File: config.mk
export PLATFORM = sky130hd
export DESIGN_NAME = vx_radix2_div_flat
export DESIGN_NICKNAME = d
export VERILOG_FILES = /design/src/rtl/vx_radix2_div_pkg.sv /design/src/rtl/vx_radix2_div_if.sv /design/src/rtl/vx_radix2_div_ks_adder.sv /design/src/rtl/vx_radix2_div.sv /design/src/flat_wrapper.sv
export SDC_FILE = /design/constraint.sdc
export NUM_CORES = 1
export LEC_CHECK = 0
export CORE_MARGIN = 5
export CORE_UTILIZATION = 45
export CTS_CLUSTER_SIZE = 25
export DETAILED_ROUTE_END_ITERATION = 12
export GPL_TIMING_DRIVEN = 0
export PLACE_DENSITY = 0.63
export SLEW_MARGIN = 25
export SYNTH_ARGS = -nofsm -noshare
export SYNTH_HDL_FRONTEND = slang
export SYNTH_HIERARCHICAL = 1
export SYNTH_SLANG_ARGS = --single-unit
File: constraint.sdc
create_clock -name clk -period 7 [get_ports clk]
set_clock_uncertainty 0.2 [all_clocks]
set_input_delay 0.7 -clock clk [delete_from_list [all_inputs] [get_ports clk]]
set_output_delay 0.7 -clock clk [all_outputs]
set_load 0.03 [all_outputs]
File: src/rtl/vx_radix2_div_pkg.sv
// vx_radix2_div_pkg
// Shared definitions for the radix-2 restoring divider slice.
//   - default operand and tag widths used by the interface and the top
//   - sign-rule helpers that decide when quotient / remainder are negated
package vx_radix2_div_pkg;

  localparam int DIV_N_DEFAULT    = 32;
  localparam int DIV_TAGW_DEFAULT = 1;

  // The quotient is negative when signed operands have opposite signs.
  function automatic logic quo_sign(input logic is_signed,
                                    input logic dividend_msb,
                                    input logic divisor_msb);
    return is_signed & (dividend_msb ^ divisor_msb);
  endfunction

  // The remainder takes the sign of the dividend.
  function automatic logic rem_sign(input logic is_signed,
                                    input logic dividend_msb);
    return is_signed & dividend_msb;
  endfunction

endpackage

File: src/rtl/vx_radix2_div_if.sv
// vx_radix2_div_if
// Request/response bundle of the divider.
//   request : in_valid, in_ready, in_signed, in_dividend, in_divisor, in_tag
//   response: out_valid, out_ready, out_quotient, out_remainder, out_tag
// Modports:
//   master - the requester / result consumer (ALU side)
//   slave  - the divider itself
interface vx_radix2_div_if
  import vx_radix2_div_pkg::*;
#(
  parameter int N    = DIV_N_DEFAULT,
  parameter int TAGW = DIV_TAGW_DEFAULT
);

  logic            in_valid;
  logic            in_ready;
  logic            in_signed;
  logic [N-1:0]    in_dividend;
  logic [N-1:0]    in_divisor;
  logic [TAGW-1:0] in_tag;

  logic            out_valid;
  logic            out_ready;
  logic [N-1:0]    out_quotient;
  logic [N-1:0]    out_remainder;
  logic [TAGW-1:0] out_tag;

  modport master (
    output in_valid, in_signed, in_dividend, in_divisor, in_tag, out_ready,
    input  in_ready, out_valid, out_quotient, out_remainder, out_tag
  );

  modport slave (
    input  in_valid, in_signed, in_dividend, in_divisor, in_tag, out_ready,
    output in_ready, out_valid, out_quotient, out_remainder, out_tag
  );

endinterface

File: src/rtl/vx_radix2_div_ks_adder.sv
// vx_radix2_div_ks_adder
// Kogge-Stone parallel-prefix adder, sum = a + b + cin (carry-out dropped).
// Ports:
//   a, b : W-bit operands
//   cin  : carry into bit 0
//   sum  : W-bit result
module vx_radix2_div_ks_adder #(
  parameter int W = 33
) (
  input  logic [W-1:0] a,
  input  logic [W-1:0] b,
  input  logic         cin,
  output logic [W-1:0] sum
);

  logic [W-1:0] prop0;
  logic [W-1:0] gen_pfx;
  logic [W-1:0] prop_pfx;
  logic [W-1:0] gen_nxt;
  logic [W-1:0] prop_nxt;
  logic [W-1:0] carry;

  // gen_pfx[i] / prop_pfx[i] end up as group generate / propagate of
  // bits [i:0]; each pass doubles the span covered by every prefix.
  always_comb begin
    prop0    = a ^ b;
    gen_pfx  = a & b;
    prop_pfx = prop0;
    gen_nxt  = '0;
    prop_nxt = '0;
    for (int d = 1; d < W; d = d * 2) begin
      gen_nxt  = gen_pfx;
      prop_nxt = prop_pfx;
      for (int i = d; i < W; i++) begin
        gen_nxt[i]  = gen_pfx[i] | (prop_pfx[i] & gen_pfx[i-d]);
        prop_nxt[i] = prop_pfx[i] & prop_pfx[i-d];
      end
      gen_pfx  = gen_nxt;
      prop_pfx = prop_nxt;
    end
    // cin folds in as a generate sitting just below bit 0.
    carry    = '0;
    carry[0] = cin;
    for (int i = 1; i < W; i++) begin
      carry[i] = gen_pfx[i-1] | (prop_pfx[i-1] & cin);
    end
    sum = prop0 ^ carry;
  end

endmodule

File: src/rtl/vx_radix2_div.sv
// vx_radix2_div
// Iterative radix-2 restoring divider for DIV/DIVU/REM/REMU, RISC-V
// semantics for divide-by-zero and signed overflow.
// Ports:
//   clk   : clock, rising edge
//   reset : asynchronous, active-high
//   bus   : vx_radix2_div_if.slave (valid/ready request and response)
// Latency: N+1 cycles from the accept edge for normal operations,
// 2 cycles for divide-by-zero and signed overflow.
module vx_radix2_div
  import vx_radix2_div_pkg::*;
#(
  parameter int N    = DIV_N_DEFAULT,
  parameter int TAGW = DIV_TAGW_DEFAULT
) (
  input  logic           clk,
  input  logic           reset,
  vx_radix2_div_if.slave bus
);

  localparam int            CW      = $clog2(N + 1);
  localparam logic [CW-1:0] CNT_N   = CW'(N);
  localparam logic [CW-1:0] CNT_ONE = CW'(1);
  localparam logic [N-1:0]  ONE_N   = {{(N-1){1'b0}}, 1'b1};
  localparam logic [N-1:0]  MIN_N   = {1'b1, {(N-1){1'b0}}};

  typedef enum logic [1:0] {IDLE, BUSY, FIXUP, DONE} state_t;

  state_t          state;
  state_t          next_state;
  logic [CW-1:0]   cnt;
  logic [N-1:0]    rem;
  logic [N-1:0]    quo;
  logic [N-1:0]    dvs;
  logic            neg_q;
  logic            neg_r;
  logic            hold;
  logic [TAGW-1:0] tag_q;
  logic [N-1:0]    out_q;
  logic [N-1:0]    out_r;
  logic [TAGW-1:0] out_t;

  logic            div_zero;
  logic            overflow;
  logic [N:0]      shifted;
  logic [N:0]      add_a;
  logic [N:0]      add_b;
  logic [N:0]      add_sum;

  function automatic logic [N-1:0] neg(input logic [N-1:0] x);
    return ~x + ONE_N;
  endfunction

  function automatic logic [N-1:0] abs_val(input logic is_signed,
                                           input logic [N-1:0] x);
    return (is_signed && x[N-1]) ? neg(x) : x;
  endfunction

  assign div_zero = (bus.in_divisor == '0);
  assign overflow = bus.in_signed && (bus.in_dividend == MIN_N) &&
                    (bus.in_divisor == '1);

  assign bus.in_ready      = (state == IDLE);
  assign bus.out_valid     = (state == DONE);
  assign bus.out_quotient  = out_q;
  assign bus.out_remainder = out_r;
  assign bus.out_tag       = out_t;

  always_ff @(posedge clk or posedge reset) begin
    if (reset) begin
      state <= IDLE;
    end else begin
      state <= next_state;
    end
  end

  // Special cases also pass through BUSY for a single held cycle (cnt=1),
  // which gives them their two-cycle latency without a fifth state.
  always_comb begin
    next_state = state;
    case (state)
      IDLE:    if (bus.in_valid)       next_state = BUSY;
      BUSY:    if (cnt == CNT_ONE)     next_state = FIXUP;
      FIXUP:                           next_state = DONE;
      DONE:    if (bus.out_ready)      next_state = IDLE;
      default:                         next_state = IDLE;
    endcase
  end

  // One adder serves both phases: rem - divisor while iterating, and
  // ~quo + 1 for the quotient negation in FIXUP.
  always_comb begin
    shifted = {rem, quo[N-1]};
    add_a   = shifted;
    add_b   = ~{1'b0, dvs};
    if (state == FIXUP) begin
      add_a = '0;
      add_b = {1'b1, ~quo};
    end
  end

  vx_radix2_div_ks_adder #(.W(N + 1)) u_adder (
    .a   (add_a),
    .b   (add_b),
    .cin (1'b1),
    .sum (add_sum)
  );

  always_ff @(posedge clk or posedge reset) begin
    if (reset) begin
      cnt   <= '0;
      rem   <= '0;
      quo   <= '0;
      dvs   <= '0;
      neg_q <= 1'b0;
      neg_r <= 1'b0;
      hold  <= 1'b0;
      tag_q <= '0;
      out_q <= '0;
      out_r <= '0;
      out_t <= '0;
    end else begin
      case (state)
        IDLE: begin
          if (bus.in_valid) begin
            tag_q <= bus.in_tag;
            dvs   <= abs_val(bus.in_signed, bus.in_divisor);
            if (div_zero || overflow) begin
              cnt   <= CNT_ONE;
              hold  <= 1'b1;
              neg_q <= 1'b0;
              neg_r <= 1'b0;
              quo   <= div_zero ? '1 : MIN_N;
              rem   <= div_zero ? bus.in_dividend : '0;
            end else begin
              cnt   <= CNT_N;
              hold  <= 1'b0;
              neg_q <= quo_sign(bus.in_signed, bus.in_dividend[N-1],
                                bus.in_divisor[N-1]);
              neg_r <= rem_sign(bus.in_signed, bus.in_dividend[N-1]);
              quo   <= abs_val(bus.in_signed, bus.in_dividend);
              rem   <= '0;
            end
          end
        end
        BUSY: begin
          cnt <= cnt - CNT_ONE;
          if (!hold) begin
            // add_sum[N] set means the trial subtract went negative: restore.
            rem <= add_sum[N] ? shifted[N-1:0] : add_sum[N-1:0];
            quo <= {quo[N-2:0], ~add_sum[N]};
          end
        end
        FIXUP: begin
          out_q <= neg_q ? add_sum[N-1:0] : quo;
          out_r <= neg_r ? neg(rem) : rem;
          out_t <= tag_q;
        end
        default: ;
      endcase
    end
  end

endmodule

File: src/flat_wrapper.sv
// flat-port wrapper written by rule: the top's interface ports become plain ports
module vx_radix2_div_flat import vx_radix2_div_pkg::*;
#(
  parameter int N    = DIV_N_DEFAULT,
  parameter int TAGW = DIV_TAGW_DEFAULT
)
  (clk, reset, bus_in_valid, bus_in_signed, bus_in_dividend, bus_in_divisor, bus_in_tag, bus_out_ready, bus_in_ready, bus_out_valid, bus_out_quotient, bus_out_remainder, bus_out_tag);
  vx_radix2_div_if #(.N(N), .TAGW(TAGW)) bus_i ();
  input  logic clk;
  input  logic reset;
  input wire logic [$bits(bus_i.in_valid)-1:0] bus_in_valid;
  input wire logic [$bits(bus_i.in_signed)-1:0] bus_in_signed;
  input wire logic [$bits(bus_i.in_dividend)-1:0] bus_in_dividend;
  input wire logic [$bits(bus_i.in_divisor)-1:0] bus_in_divisor;
  input wire logic [$bits(bus_i.in_tag)-1:0] bus_in_tag;
  input wire logic [$bits(bus_i.out_ready)-1:0] bus_out_ready;
  output wire logic [$bits(bus_i.in_ready)-1:0] bus_in_ready;
  output wire logic [$bits(bus_i.out_valid)-1:0] bus_out_valid;
  output wire logic [$bits(bus_i.out_quotient)-1:0] bus_out_quotient;
  output wire logic [$bits(bus_i.out_remainder)-1:0] bus_out_remainder;
  output wire logic [$bits(bus_i.out_tag)-1:0] bus_out_tag;
  assign bus_i.in_valid = bus_in_valid;
  assign bus_i.in_signed = bus_in_signed;
  assign bus_i.in_dividend = bus_in_dividend;
  assign bus_i.in_divisor = bus_in_divisor;
  assign bus_i.in_tag = bus_in_tag;
  assign bus_i.out_ready = bus_out_ready;
  assign bus_in_ready = bus_i.in_ready;
  assign bus_out_valid = bus_i.out_valid;
  assign bus_out_quotient = bus_i.out_quotient;
  assign bus_out_remainder = bus_i.out_remainder;
  assign bus_out_tag = bus_i.out_tag;
  vx_radix2_div #(.N(N), .TAGW(TAGW)) u_core (.clk(clk), .reset(reset), .bus(bus_i));
endmodule
* After elaboration in Yosys (flattened, before gate mapping) *
Cells that the tools add are included.

storage, ports and cells
  flip-flop bits (word level) = 173
  word-level logic and storage cells = 496
  output and inout port bits = 67

cells by class
  reduce and logical (&&, ||, !) cells = 12
  add/subtract/negate cells = 4
  bitwise operators = 431
  muxes and demuxes = 27
  equal/unequal tests = 10

operators with widths
  kind                   count
  $mux 32                12
  $and 1x1->1            260
  $or 1x1->1             161
  $not 32->32            4
  $pmux 32 s2            2
  $add 32x1->32 const B  3
  $mux 33                2
  $xor 33x33->33         2
  $eq 32x32->1 const B   2
  $not 32->33            1
  $and 32x32->32         1
  $logic_not 32->1       1
  $mux 31                1
  $mux 6                 2
  $pmux 6 s2             1
  $pmux 2 s4             1
  $eq 6x1->1 const B     1
  $mux 2                 3
  $ne 2x2->1 const B     3
  $reduce_and 3->1       2
  $sub 6x1->6 const B    1
  $eq 2x2->1 const B     2
  $logic_and 1x1->1      4
  $reduce_and 2->1       2
  other kinds (8)        10

* Depth between registers and ports, before layout *
  word-level depth = 18
  depth in mapped cells = 20
  depth with buffers taken out = 15

* Cells and area by module *
The synthesis kept the hierarchy.

modules (own cells, without submodules)
  module                  cells an instance  times used  area each (um2)
  vx_radix2_div           1198               1           10482.6
  vx_radix2_div_ks_adder  279                1           2013.2

* Worst setup path after synthesis *
No wires, ideal clock.

  kind = register -> register
  start = reg u_core.state[0]
  end = reg u_core.rem[12]
  slack = 2218 ps
  arrival = 4447 ps
  clock period less this slack = 4782 ps
  stages on the path, launching flop included = 20
  data required time = 6665 ps
  library setup time = 135 ps
  cell sequence = dfrtp_1 > inv_1 > ha_1 > clkbuf_1 > clkbuf_1 > mux2i_1 > ha_1 > a21oi_2 > nor2_1 > a2111oi_4 > a211o_2 > a21oi_4 > a21o_1 > a311oi_2 > clkbuf_1 > clkbuf_1 > mux2i_1 > nor2_1 > a21oi_1 > o21ai_1

between the ends
  elaborated cells between the ends (all ways) = 116
  those cells by class = eq/ne (4); mux (5); bitwise (104); reduce/logical (3)

RTL lines
  what                      line                          source
  from (decl)               vx_radix2_div.sv:29           state_t state;
  from (signal assigned)    vx_radix2_div.sv:73           state <= next_state;
  $eq 2x2->1 *              vx_radix2_div.sv:96           if (state == FIXUP) begin
  $mux 33 *                 vx_radix2_div.sv:96
  net u_core.add_b[4]       vx_radix2_div.sv:47           logic [N:0] add_b;
  $and 32x32->32            vx_radix2_div_ks_adder.sv:27  gen_pfx = a & b;
  $and 1x1->1               vx_radix2_div_ks_adder.sv:35  gen_nxt[i] = gen_pfx[i] | (prop_pfx[i] & gen_pfx[i-d]);
  $or 1x1->1                vx_radix2_div_ks_adder.sv:35
  $and 1x1->1               vx_radix2_div_ks_adder.sv:35
  $or 1x1->1 (2 in series)  vx_radix2_div_ks_adder.sv:35
  (+2 left out)             --
  $and 1x1->1               vx_radix2_div_ks_adder.sv:35
  $or 1x1->1                vx_radix2_div_ks_adder.sv:35
  $or 1x1->1 *              vx_radix2_div_ks_adder.sv:45  carry[i] = gen_pfx[i-1] | (prop_pfx[i-1] & cin);
  $xor 33x33->33 *          vx_radix2_div_ks_adder.sv:47  sum = prop0 ^ carry;
  net u_core.add_sum[32]    vx_radix2_div.sv:48           logic [N:0] add_sum;
  $mux 32 *                 vx_radix2_div.sv:150          rem <= add_sum[N] ? shifted[N-1:0] : add_sum[N-1:0];
  $mux 32 *                 vx_radix2_div.sv:148          if (!hold) begin
  $pmux 32 s2 *             vx_radix2_div.sv:123          case (state)
  to (signal assigned)      vx_radix2_div.sv:134          rem <= div_zero ? bus.in_dividend : '0;
  to (signal assigned)      vx_radix2_div.sv:150
  to (decl)                 vx_radix2_div.sv:32           logic [N-1:0] rem;

The timed path passes the listed nets; every way through them passes the cells marked *. The select of a mux whose other input is x is not followed.
A chain may end at the register's enable or synchronous reset.

* Worst setup path after layout *
  start = reg u_core.state[0]
  end = reg u_core.rem[22]

between the ends
  elaborated cells between the ends (all ways) = 140
  those cells by class = eq/ne (4); mux (5); bitwise (128); reduce/logical (3)

RTL lines
  what                                              line
  $eq 2x2->1 *                                      vx_radix2_div.sv:96
  $mux 33 *                                         vx_radix2_div.sv:96
  net u_core.add_b[18]                              vx_radix2_div.sv:47
  $and 32x32->32 or $xor 33x33->33 (tied branches)  vx_radix2_div_ks_adder.sv:27, vx_radix2_div_ks_adder.sv:26
  $and 1x1->1, on equally long branches             vx_radix2_div_ks_adder.sv:35, vx_radix2_div_ks_adder.sv:36
  $or 1x1->1 or $and 1x1->1 (tied branches)         vx_radix2_div_ks_adder.sv:35
  $or 1x1->1                                        vx_radix2_div_ks_adder.sv:35
  $and 1x1->1                                       vx_radix2_div_ks_adder.sv:35
  $or 1x1->1                                        vx_radix2_div_ks_adder.sv:35
  $and 1x1->1                                       vx_radix2_div_ks_adder.sv:35
  $or 1x1->1 (2 in series)                          vx_radix2_div_ks_adder.sv:35
  $or 1x1->1 *                                      vx_radix2_div_ks_adder.sv:45
  $xor 33x33->33 *                                  vx_radix2_div_ks_adder.sv:47
  net u_core.add_sum[32]                            vx_radix2_div.sv:48
  $mux 32 *                                         vx_radix2_div.sv:150
  $mux 32 *                                         vx_radix2_div.sv:148
  $pmux 32 s2 *                                     vx_radix2_div.sv:123

Marked as above.

==> summary.txt <==
Pwr
  – NetSw: 4.675 mW
  – Clock power share: 0.114
  – Cell Int Power: 4.182 mW
  – Total power: 8.857 mW
  – Pwr/cell area: 591.4 nW/um^2
  – Static leakage: 6.142 nW
  – Max VDD drop: 0.1910 mV
  – Share of power burned in registers: 0.217
  – Gate power share: 0.669
  – Sw frac: 0.5278

Setup path
  – Worst-path cell chain: inv_1 -> ha_1 -> clkbuf_1 -> buf_1 -> mux2i_1 -> ha_1 -> buf_2 -> a21oi_1 -> o211ai_1 -> o211ai_1 -> a32oi_1 -> a22o_1 -> a21o_1 -> a311oi_2 -> clkbuf_1 -> clkbuf_1 -> mux2i_1 -> nor2_1 -> a21oi_1 -> o21ai_1
  – CP Data Required Time: 7.12 ns
  – Worst reg2reg endpoint: u_core/rem[22]$_DFFE_PP0P_
  – Most frequent CP cell: clkbuf_1
  – CP arrival: 6.85 ns
  – WS Path Type: register to register
  – Slowest CP cell: clkbuf_1
  – R2R Path Start: u_core/state[0]$_DFFE_PP0P_
  – FF-to-FF setup slack: 0.27 ns
  – CP peak stage delay: 0.69 ns
  – CP endpoint kind: register
  – Worst reg-to-reg path cell count: 20
  – Worst Path Max Fanout: 10
  – CP Launch Type: register

Place
  – Setup WS pre-CTS: 0.4910 ns
  – Placed Cells: 1994
  – GP Congestion: 0.9583
  – Placed cell areas: 14370 um^2
  – DP HPWL: 34380 um
  – I/O Buffers: 135

Yosys
  – Unique masters post-synth: 87
  – Register area share after synthesis: 0.3465
  – Synth Area in Simple Gates: 0.1945
  – Yosys top cell by area: dfrtp_1
  – Mux contribution to synthesized area: 0.08952
  – Cells after Synth: 1477
  – Mapped cell area: 12500 um^2
  – Post-Syn Area per Cell: 8.460 um^2
  – Synth Warn #: 6
  – Synth top area share: 0.3465
  – Post-synthesis xor/xnor area fraction: 0.07920
  – Top cells by area, synth: dfrtp_1 (35%), mux2i_1 (8.4%), a21oi_1 (6.2%)
  – Adder-Cell Fraction of Synth Area: 0.04366
  – Yosys reg bits: 173
  – Top-count cell post-synth: dfrtp_1
  – Largest family of logic cells by synthesized area: compound AO/OA/AOI/OAI gates
  – Async S/R FF share, synth: 1.000
  – Post-synth EDFFs: 0
  – Commonest cells post-synth: dfrtp_1 (173), nor2_1 (160), a21oi_1 (156)
  – Most common flop cell mapped by yosys: dfrtp_1
  – Compound-gate portion of the synthesized area: 0.2053

Routing
  – Drt first pass iters: 5
  – DRC viols: 0
  – Initial drt markers: 1239
  – Vias per inst: 5.835
  – Final antenna-violating net count: 0
  – Routed wire per std cell: 21.57 um
  – Drt total wl: 43700 um
  – Vias: 11.82k

Floorplanning
  – FP Rows: 61
  – Die W: 176.6 um
  – Number of I/O pins: 137
  – Full die area: 31200 um^2
  – Initial Util: 0.4523
  – Die Y: 176.6 um
  – Total core area: 27630 um^2

Timing
  – Final period util: 0.9619
  – Final setup fails: 0
  – Setup WS post-layout: 0.2670 ns
  – RSZ-0062 raised after global routing: no
  – Fin. Hold Viols: 0
  – Hold WS: 0.2939 ns
  – Final Max Tran Viols: 0
  – Least-Margin Pin Slew: 1.078 ns
  – Slew margin rel.: 0.2749
  – Peak Freq: 148.5 MHz
  – Post-layout min period: 6.733 ns
  – Setup TNS: 0 ns

Finish
  – N_diodes: 0
  – Design Area, Final: 14980 um^2
  – Area grow syn2layout: 19.85%
  – Post-layout util: 0.5420
  – Final nets: 1748
  – Count of non-filler cells in the finished layout: 2026
  – Share of cells above drive strength 1: 0.06493

CTS
  – Clk pin slew, worst setup/hold paths: 0.09 ns
  – CTS tree: yes
  – Hold_buf cts: 0
  – Clock tree buffer depth: 2
  – H-tree level count: 4
  – Quantity of gates resized following cts: 0
  – Clk sinks: 173
  – CTS buffer count: 17
  – Clk root buf: clkbuf_16
  – Post-CTS setup buffer count: 0
  – Clk Latency, worst-skew pair: 0.44 ns

GRT
  – First-pass GRT wire length: 66650 um
  – Overflow after GRT: 0
  – GR Util All Layers: 0.2773
  – Initial antenna violation count: 0
  – Largest net degree at the start of global routing: 97
  – Number of global-route vias before repair: 11.37k

Job
  – Max Cap Violations: 0

Status
  – Status: finished clean

Min path
  – Hold Path End: u_core/dvs[21]$_DFFE_PP0P_
  – Min-Delay Path Depth: 2
  – Hold crit path type: register to register
  – Hold_sp: u_core/dvs[21]$_DFFE_PP0P_
-- cells by family after synthesis --
family | Yosys count
adder cells (fa/ha/maj) | 43
AND/OR/NAND/NOR | 494
flip-flops | 173
AO/OA/AOI/OAI | 420
multiplexers | 111
other | 1
XOR/XNOR | 113
buffers and inverters | 122
-- flip-flops by register name (all words and copies together), names as in the netlist --
name,flops
u_core/bus.out_tag,1
u_core/dvs,32
u_core/tag_q,1
u_core/bus.out_quotient,32
u_core/rem,32
u_core/neg_q,1
u_core/cnt,6
u_core/hold,1
u_core/bus.out_remainder,32
u_core/quo,32
u_core/neg_r,1
u_core/state,2
-- power groups by stage --
stage                     Clock (mW)  Combinational [mW]  Sequential [mW]
after global routing            1.06                6.44             1.97
after CTS                       1.02                5.84             1.90
after detailed placement           0                5.81             1.92
final                           1.01                5.93             1.92
after global placement             0                5.76             1.91
after floorplan                    0                3.72             2.13
-- layer usage --
layer / global-route usage / wire length (um)
met5: 0 / 0
met4: 0.09639 / 1365
met3: 0.03354 / 3229
met2: 0.4372 / 19480
met1: 0.3963 / 19630
-- placed cells by master (no fill, tap or decap), types with 11 or more instances in the layout --
master	netlist	final
nor4_1	17	17
o21ai_1	40	40
nand3_1	16	16
clkdlybuf4s50_1	0	135
inv_1	26	25
or3_1	15	15
o31ai_1	20	20
xor2_1	68	68
nor2_1	160	160
nor3_1	22	22
mux2i_1	105	105
a21o_1	19	19
a211oi_1	12	12
nand2_1	144	144
clkbuf_16	0	17
a21oi_1	156	156
clkbuf_1	67	66
xnor2_1	45	45
o21ai_0	92	92
nor2b_1	36	36
ha_1	42	42
buf_2	12	12
buf_1	11	11
dfrtp_1	173	173
nand4_1	17	17
a31oi_1	12	12
-- how the worst max path moves through the flow --
stage                                     start  slack (ns)                                      to  cells after the start
finish              u_core/state[0]$_DFFE_PP0P_        0.27              u_core/rem[22]$_DFFE_PP0P_                     20
global route        u_core/state[0]$_DFFE_PP0P_        0.14              u_core/rem[29]$_DFFE_PP0P_                     19
CTS                 u_core/state[0]$_DFFE_PP0P_        0.48              u_core/rem[22]$_DFFE_PP0P_                     20
detailed placement  u_core/state[0]$_DFFE_PP0P_        0.49              u_core/rem[22]$_DFFE_PP0P_                     20
global placement                          reset       -1.11               u_core/cnt[2]$_DFFE_PP0P_                      2
floorplan                                 reset        1.41  u_core/bus.out_quotient[0]$_DFFE_PP0P_                      1
-- layout make-up --
cell class / count / area [um^2]
Clock buffer: 18 / 439.2
Inverter: 26 / 105.1
Timing Repair Buffer: 136 / 1379
Fill cell: 2670 / 12650
Tap cell: 378 / 473.0
Buffer: 96 / 417.9
Clock inverter: 14 / 168.9
Multi-Input combinational cell: 1185 / 7664
Sequential cell: 173 / 4329
-- worst max-delay path: cells and delay by family (launching register included) --
kind	cells	cell delay [ns]
DFF	1	0.41
muxes	2	0.76
and+or+nand+nor	1	0.06
buffers and inverters	6	2.82
AOI/OAI and AO/OA	9	1.72
adders and majority gates	2	0.64
No activity file was read; power rests on OpenSTA's default activity.
